## src/rtl/conv_share_arbiter.sv

```systemverilog
// conv_share_arbiter
// Shares one ready/valid convolution unit (one transaction in flight) among
// NREQ requesters. Grants are round-robin; each granted request runs
// send -> compute -> return to completion before the next grant is issued.
// Payloads and results pass through bit-exact.
module conv_share_arbiter #(
    parameter  int NREQ = 4,
    parameter  int E    = 16,
    parameter  int W    = 8,
    localparam int IDW  = (NREQ > 1) ? $clog2(NREQ) : 1
) (
    input  logic                             clk,
    input  logic                             reset,
    input  logic [NREQ-1:0]                  req_valid,
    output logic [NREQ-1:0]                  req_ready,
    input  logic [NREQ-1:0][E-1:0][W-1:0]    req_data,
    output logic [NREQ-1:0]                  resp_valid,
    input  logic [NREQ-1:0]                  resp_ready,
    output logic [E*W-1:0]                   resp_data,
    output logic                             conv_valid,
    input  logic                             conv_ready,
    output logic [E*W-1:0]                   conv_data,
    input  logic                             conv_rvalid,
    output logic                             conv_rready,
    input  logic [E*W-1:0]                   conv_rdata,
    output logic                             busy,
    output logic [IDW-1:0]                   grant_id
);

    typedef enum logic [1:0] {
        ST_IDLE = 2'd0,
        ST_SEND = 2'd1,
        ST_WAIT = 2'd2,
        ST_RESP = 2'd3
    } state_t;

    state_t          state_r;
    state_t          state_s;
    logic [IDW-1:0]  ptr_r;
    logic [IDW-1:0]  grant_id_r;
    logic [IDW-1:0]  sel_id_s;
    logic [IDW-1:0]  idx_s;
    logic            sel_found_s;
    logic            accept_s;
    logic            done_s;
    logic [E*W-1:0]  payload_r;
    logic [E*W-1:0]  result_r;

    // Round-robin search: the valid requester at the smallest offset from ptr_r wins.
    always_comb begin
        sel_found_s = 1'b0;
        sel_id_s    = '0;
        idx_s       = '0;
        for (int i = NREQ - 1; i >= 0; i--) begin
            idx_s = IDW'((int'(ptr_r) + i) % NREQ);
            if (req_valid[idx_s]) begin
                sel_found_s = 1'b1;
                sel_id_s    = idx_s;
            end else begin
                sel_found_s = sel_found_s;
                sel_id_s    = sel_id_s;
            end
        end
    end

    assign accept_s = (state_r == ST_IDLE) && sel_found_s;
    assign done_s   = (state_r == ST_RESP) && resp_ready[grant_id_r];

    // State register; reset drops any in-flight transaction.
    always_ff @(posedge clk) begin
        if (reset) begin
            state_r <= ST_IDLE;
        end else begin
            state_r <= state_s;
        end
    end

    // Next-state logic: each phase advances on its own handshake only.
    always_comb begin
        state_s = state_r;
        case (state_r)
            ST_IDLE: state_s = sel_found_s ? ST_SEND : ST_IDLE;
            ST_SEND: state_s = conv_ready ? ST_WAIT : ST_SEND;
            ST_WAIT: state_s = conv_rvalid ? ST_RESP : ST_WAIT;
            ST_RESP: state_s = resp_ready[grant_id_r] ? ST_IDLE : ST_RESP;
            default: state_s = ST_IDLE;
        endcase
    end

    // Output decode; req_ready is the only path combinational in req_valid.
    always_comb begin
        req_ready   = '0;
        resp_valid  = '0;
        conv_valid  = 1'b0;
        conv_rready = 1'b0;
        case (state_r)
            ST_IDLE: begin
                if (sel_found_s && !reset) begin
                    req_ready[sel_id_s] = 1'b1;
                end else begin
                    req_ready = '0;
                end
            end
            ST_SEND: conv_valid  = 1'b1;
            ST_WAIT: conv_rready = 1'b1;
            ST_RESP: resp_valid[grant_id_r] = 1'b1;
            default: begin
                req_ready   = '0;
                resp_valid  = '0;
                conv_valid  = 1'b0;
                conv_rready = 1'b0;
            end
        endcase
    end

    // Capture the granted payload and its id at the request handshake.
    always_ff @(posedge clk) begin
        if (reset) begin
            payload_r  <= '0;
            grant_id_r <= '0;
        end else if (accept_s) begin
            payload_r  <= req_data[sel_id_s];
            grant_id_r <= sel_id_s;
        end
    end

    // Capture the conv result when it is handed back.
    always_ff @(posedge clk) begin
        if (reset) begin
            result_r <= '0;
        end else if ((state_r == ST_WAIT) && conv_rvalid) begin
            result_r <= conv_rdata;
        end
    end

    // Advance the round-robin pointer past the id just served.
    always_ff @(posedge clk) begin
        if (reset) begin
            ptr_r <= '0;
        end else if (done_s) begin
            ptr_r <= IDW'((int'(grant_id_r) + 1) % NREQ);
        end
    end

    assign conv_data = payload_r;
    assign resp_data = result_r;
    assign busy      = (state_r != ST_IDLE);
    assign grant_id  = grant_id_r;

`ifndef SYNTHESIS
    // Flag a result offered by the conv unit while no result is expected.
    always @(posedge clk) begin
        if (!reset && conv_rvalid && (state_r != ST_WAIT)) begin
            $error("conv_share_arbiter: conv_rvalid outside WAIT is ignored");
        end
    end
`endif

endmodule

```

## config.mk

```make
export PLATFORM = sky130hd
export DESIGN_NAME = conv_share_arbiter
export DESIGN_NICKNAME = d
export VERILOG_FILES = /design/src/rtl/conv_share_arbiter.sv
export SDC_FILE = /design/constraint.sdc
export NUM_CORES = 1
export LEC_CHECK = 0
export ABC_CLOCK_PERIOD_IN_PS = 4150
export BUFFER_PORTS_ARGS = -buffer_cell sky130_fd_sc_hd__buf_2
export CELL_PAD_IN_SITES_DETAIL_PLACEMENT = 0
export CELL_PAD_IN_SITES_GLOBAL_PLACEMENT = 1
export CORE_AREA = 2 2 358 360
export DETAILED_ROUTE_END_ITERATION = 12
export DIE_AREA = 0 0 360 362
export PLACE_DENSITY_LB_ADDON = 0.1
export SETUP_SLACK_MARGIN = 0.2
export SYNTH_ARGS = -nofsm -noshare
export SYNTH_HDL_FRONTEND = slang
export SYNTH_SLANG_ARGS = --single-unit
```

## constraint.sdc

```tcl
create_clock -name clk -period 4.15 [get_ports clk]
set_clock_uncertainty 0.2 [all_clocks]
set_input_delay 0 -clock clk [delete_from_list [all_inputs] [get_ports clk]]
set_output_delay 0 -clock clk [all_outputs]
set_load 0.005 [all_outputs]
```

==> summary.txt <==
Setup path
  • CP cell instances: or4_2 -> buf_4 -> a21o_4 -> buf_12 -> a21o_1 -> dlygate4sd3_1 -> o211ai_1 -> dlygate4sd3_1
  • CP required: 4490 ps
  • Crit path kind: reg2reg
  • WP buf/inv: 4
  • Critical Path AT: 4110 ps
  • Startpoint types: register
  • Worst Setup End Kind: register
  • CP top delay family: buffers and inverters
  • CP most frequent cell: dlygate4sd3_1
  • Slowest Stage Delay on Critical Path: 700 ps
  • CP max-delay cell: or4_2
  • CP max FO: 43

Yosys
  • Top post-synthesis cells by count: nand2_1 (390), dfxtp_1 (262), a21oi_1 (132)
  • Post-synth EDFFs: 0
  • Mapped cell area: 13000 µm²
  • Synthesized instance count: 1636
  • Synth top area share: 0.404
  • Synth warnings: 0
  • Yosys cell types: 33
  • Largest cells by area after synthesis: dfxtp_1 (40%), nand2_1 (11%), mux2i_1 (9.9%)
  • Async SR Flop Fraction: 0
  • #FFs+latches synth: 262
  • Post-synthesis sequential area ratio: 0.404
  • Primary FF master, synth: dfxtp_1
  • Mean Syn Cell Area: 7.93 µm²
  • Yosys top cell by area: dfxtp_1
  • Most common cell in the netlist: nand2_1
  • Syn Nets: 2292

Global route
  • Global-route wire length before repair: 150000 µm
  • All-Layer GR Usage: 0.158
  • Vias in the first global route: 20400
  • GRT overflow: 0
  • Antenna violations before repair: 92
  • Largest net degree at the start of global routing: 106

Timing
  • Fin Hold WS: 67.1 ps
  • Final hold violations: 0
  • Final min period: 3770 ps
  • # setup viols final: 0
  • Fmax: 0.265 GHz
  • Setup TNS: 0 ps
  • Final Max Slew Viols: 0
  • Headroom to the max-slew limit: 0.361
  • Final worst path period share: 0.909
  • Slew @ Worst Pin: 959 ps
  • Final worst setup slack: 378 ps
  • Unrepaired setup endpoints after global routing: no

Layout
  • Final instance area: 28700 µm²
  • Final net count: 3900
  • Synthesis-to-finish area growth: 121%
  • Layout Utilization: 0.226
  • Layout cells sized above 1: 0.321
  • Final non-filler cell total: 4953

Route
  • DR vias/cell: 3.87
  • DRC violations left: 0
  • Initial DRC Count: 659
  • Routed len/inst: 21.7 µm
  • Total vias in the final route: 19200
  • Routed wire length: 108000 µm
  • DRT Pass-1 Iters: 5
  • DRT antenna net count: 0

Place
  • GPL Wtd Cong: 0.830
  • Dpl cell area: 19500 µm²
  • Dpl cells: 4094
  • Detailed placement HPWL: 77800 µm
  • Setup slack at placement: 1380 ps
  • Port Buffers: 920

Floorplanning
  • Initial core utilization: 0.102
  • Die width: 360 µm
  • Boundary pin count: 921
  • Row cnt: 131
  • Die height: 362 µm
  • Die area: 130000 µm²
  • Core area: 127000 µm²

Power and ir drop
  • Internal Pwr Total: 6.42 mW
  • Clk pwr share: 0.431
  • Sw Pwr: 2.73 mW
  • Leakage: 12.4 nW
  • Reg power frac: 0.312
  • Total power: 9.15 mW
  • Combinational fraction of design power: 0.257
  • Power density cells: 319 nW/µm²
  • Worst VDD drop: 0.261 mV
  • Switching share of power: 0.299

Clock tree
  • TritonCTS clock tree: yes
  • Post-CTS sizing: 0
  • Clock transition at path regs: 60 ps
  • Clk buf depth: 3
  • CTS root buf: clkbuf_16
  • Number of buffers created by CTS: 43
  • Clock sink total: 262
  • Htree depth: 2
  • Clock latency on the worst-skew pair: 610 ps

Min path
  • Hold Crit Class: in2reg

Job
  • Max-cap violations: 0

Status
  • Status: complete, no violations
## cells by family (layout without fill, tap and decap cells)
| logic type | after synthesis | in the layout | synth area share |
|---|---|---|---|
| flip-flops | 262 | 262 | 0.404 |
| multiplexers | 130 | 130 | 0.101 |
| AO/OA/AOI/OAI | 527 | 528 | 0.263 |
| adder cells (fa/ha/maj) | 4 | 4 | 0.00386 |
| buffers and inverters | 161 | 1802 | 0.0518 |
| other | 0 | 13 | 0 |
| AND/OR/NAND/NOR | 552 | 552 | 0.177 |
## registers in the layout (all words and copies together) (netlist names)
name	flops
conv_data	128
grant_id	2
ptr_r	2
resp_data	128
state_r	2
## worst reg2reg max path, cell delays in order (launching register included)
cell           delay, ps
dfxtp_1              390
or4_2                700
buf_4                290
a21o_4               370
buf_12               280
a21o_1               270
dlygate4sd3_1        550
o211ai_1              80
dlygate4sd3_1        580
## worst paths after layout
path	startpoint	end	slack (ps)	cells past startpoint
min	conv_rdata[109]	resp_data[109]	70	4
min reg2reg	resp_data[101]	resp_data[101]	250	2
max	state_r[1]	conv_data[82]	380	8
max reg2reg	state_r[1]	conv_data[82]	380	8
## cell type report
| type | count | area, µm² |
|---|---|---|
| timing repair buffer | 1719 | 12600 |
| antenna | 13 | 32.5 |
| clock buffer | 66 | 1270 |
| clock inverter | 13 | 211 |
| inverter | 4 | 15.0 |
| fill | 14300 | 98000 |
| multi-input combinational | 1214 | 7170 |
| sequential | 262 | 5250 |
| tap | 1662 | 2080 |
## routing by layer
metal	global-route usage	up-vias	routed length, µm
met1	0.177	9149	42300
met4	0.0411	74	2540
li1	-	9004	-
met2	0.283	715	53600
met5	0	-	496
met3	0.0562	242	8580
## cell usage in the layout, fill, tap and decap left out, types with 13 or more instances in the layout
cell and n:
a211o_1 24, a21o_1 104, a21oi_1 132, buf_2 919, buf_4 25, clkbuf_1 13, clkbuf_16 44, dfxtp_1 262
diode_2 13, dlygate4sd3_1 766, mux2i_1 129, nand2_1 386, nand3_1 129, nor2_1 13, o211ai_1 117, o21ai_0 129
## what timing repair did
action | in CTS | in global routing
hold buffers | 766 | 0
setup endpoints to repair | 0 | 3
endpoints found under the hold margin | 262 | 0
buffers inserted | 0 | 0
## power by group through the flow
stage | registers (mW) | logic, mW | clock network (mW)
2_1_floorplan | 2.90 | 0.637 | 0
3_3_place_gp | 2.90 | 1.67 | 0
3_5_place_dp | 2.90 | 1.67 | 0
4_1_cts | 2.85 | 2.39 | 4.16
5_1_grt | 2.88 | 2.56 | 4.22
6_report | 2.85 | 2.35 | 3.94
No activity file was read; power rests on OpenSTA's default activity.
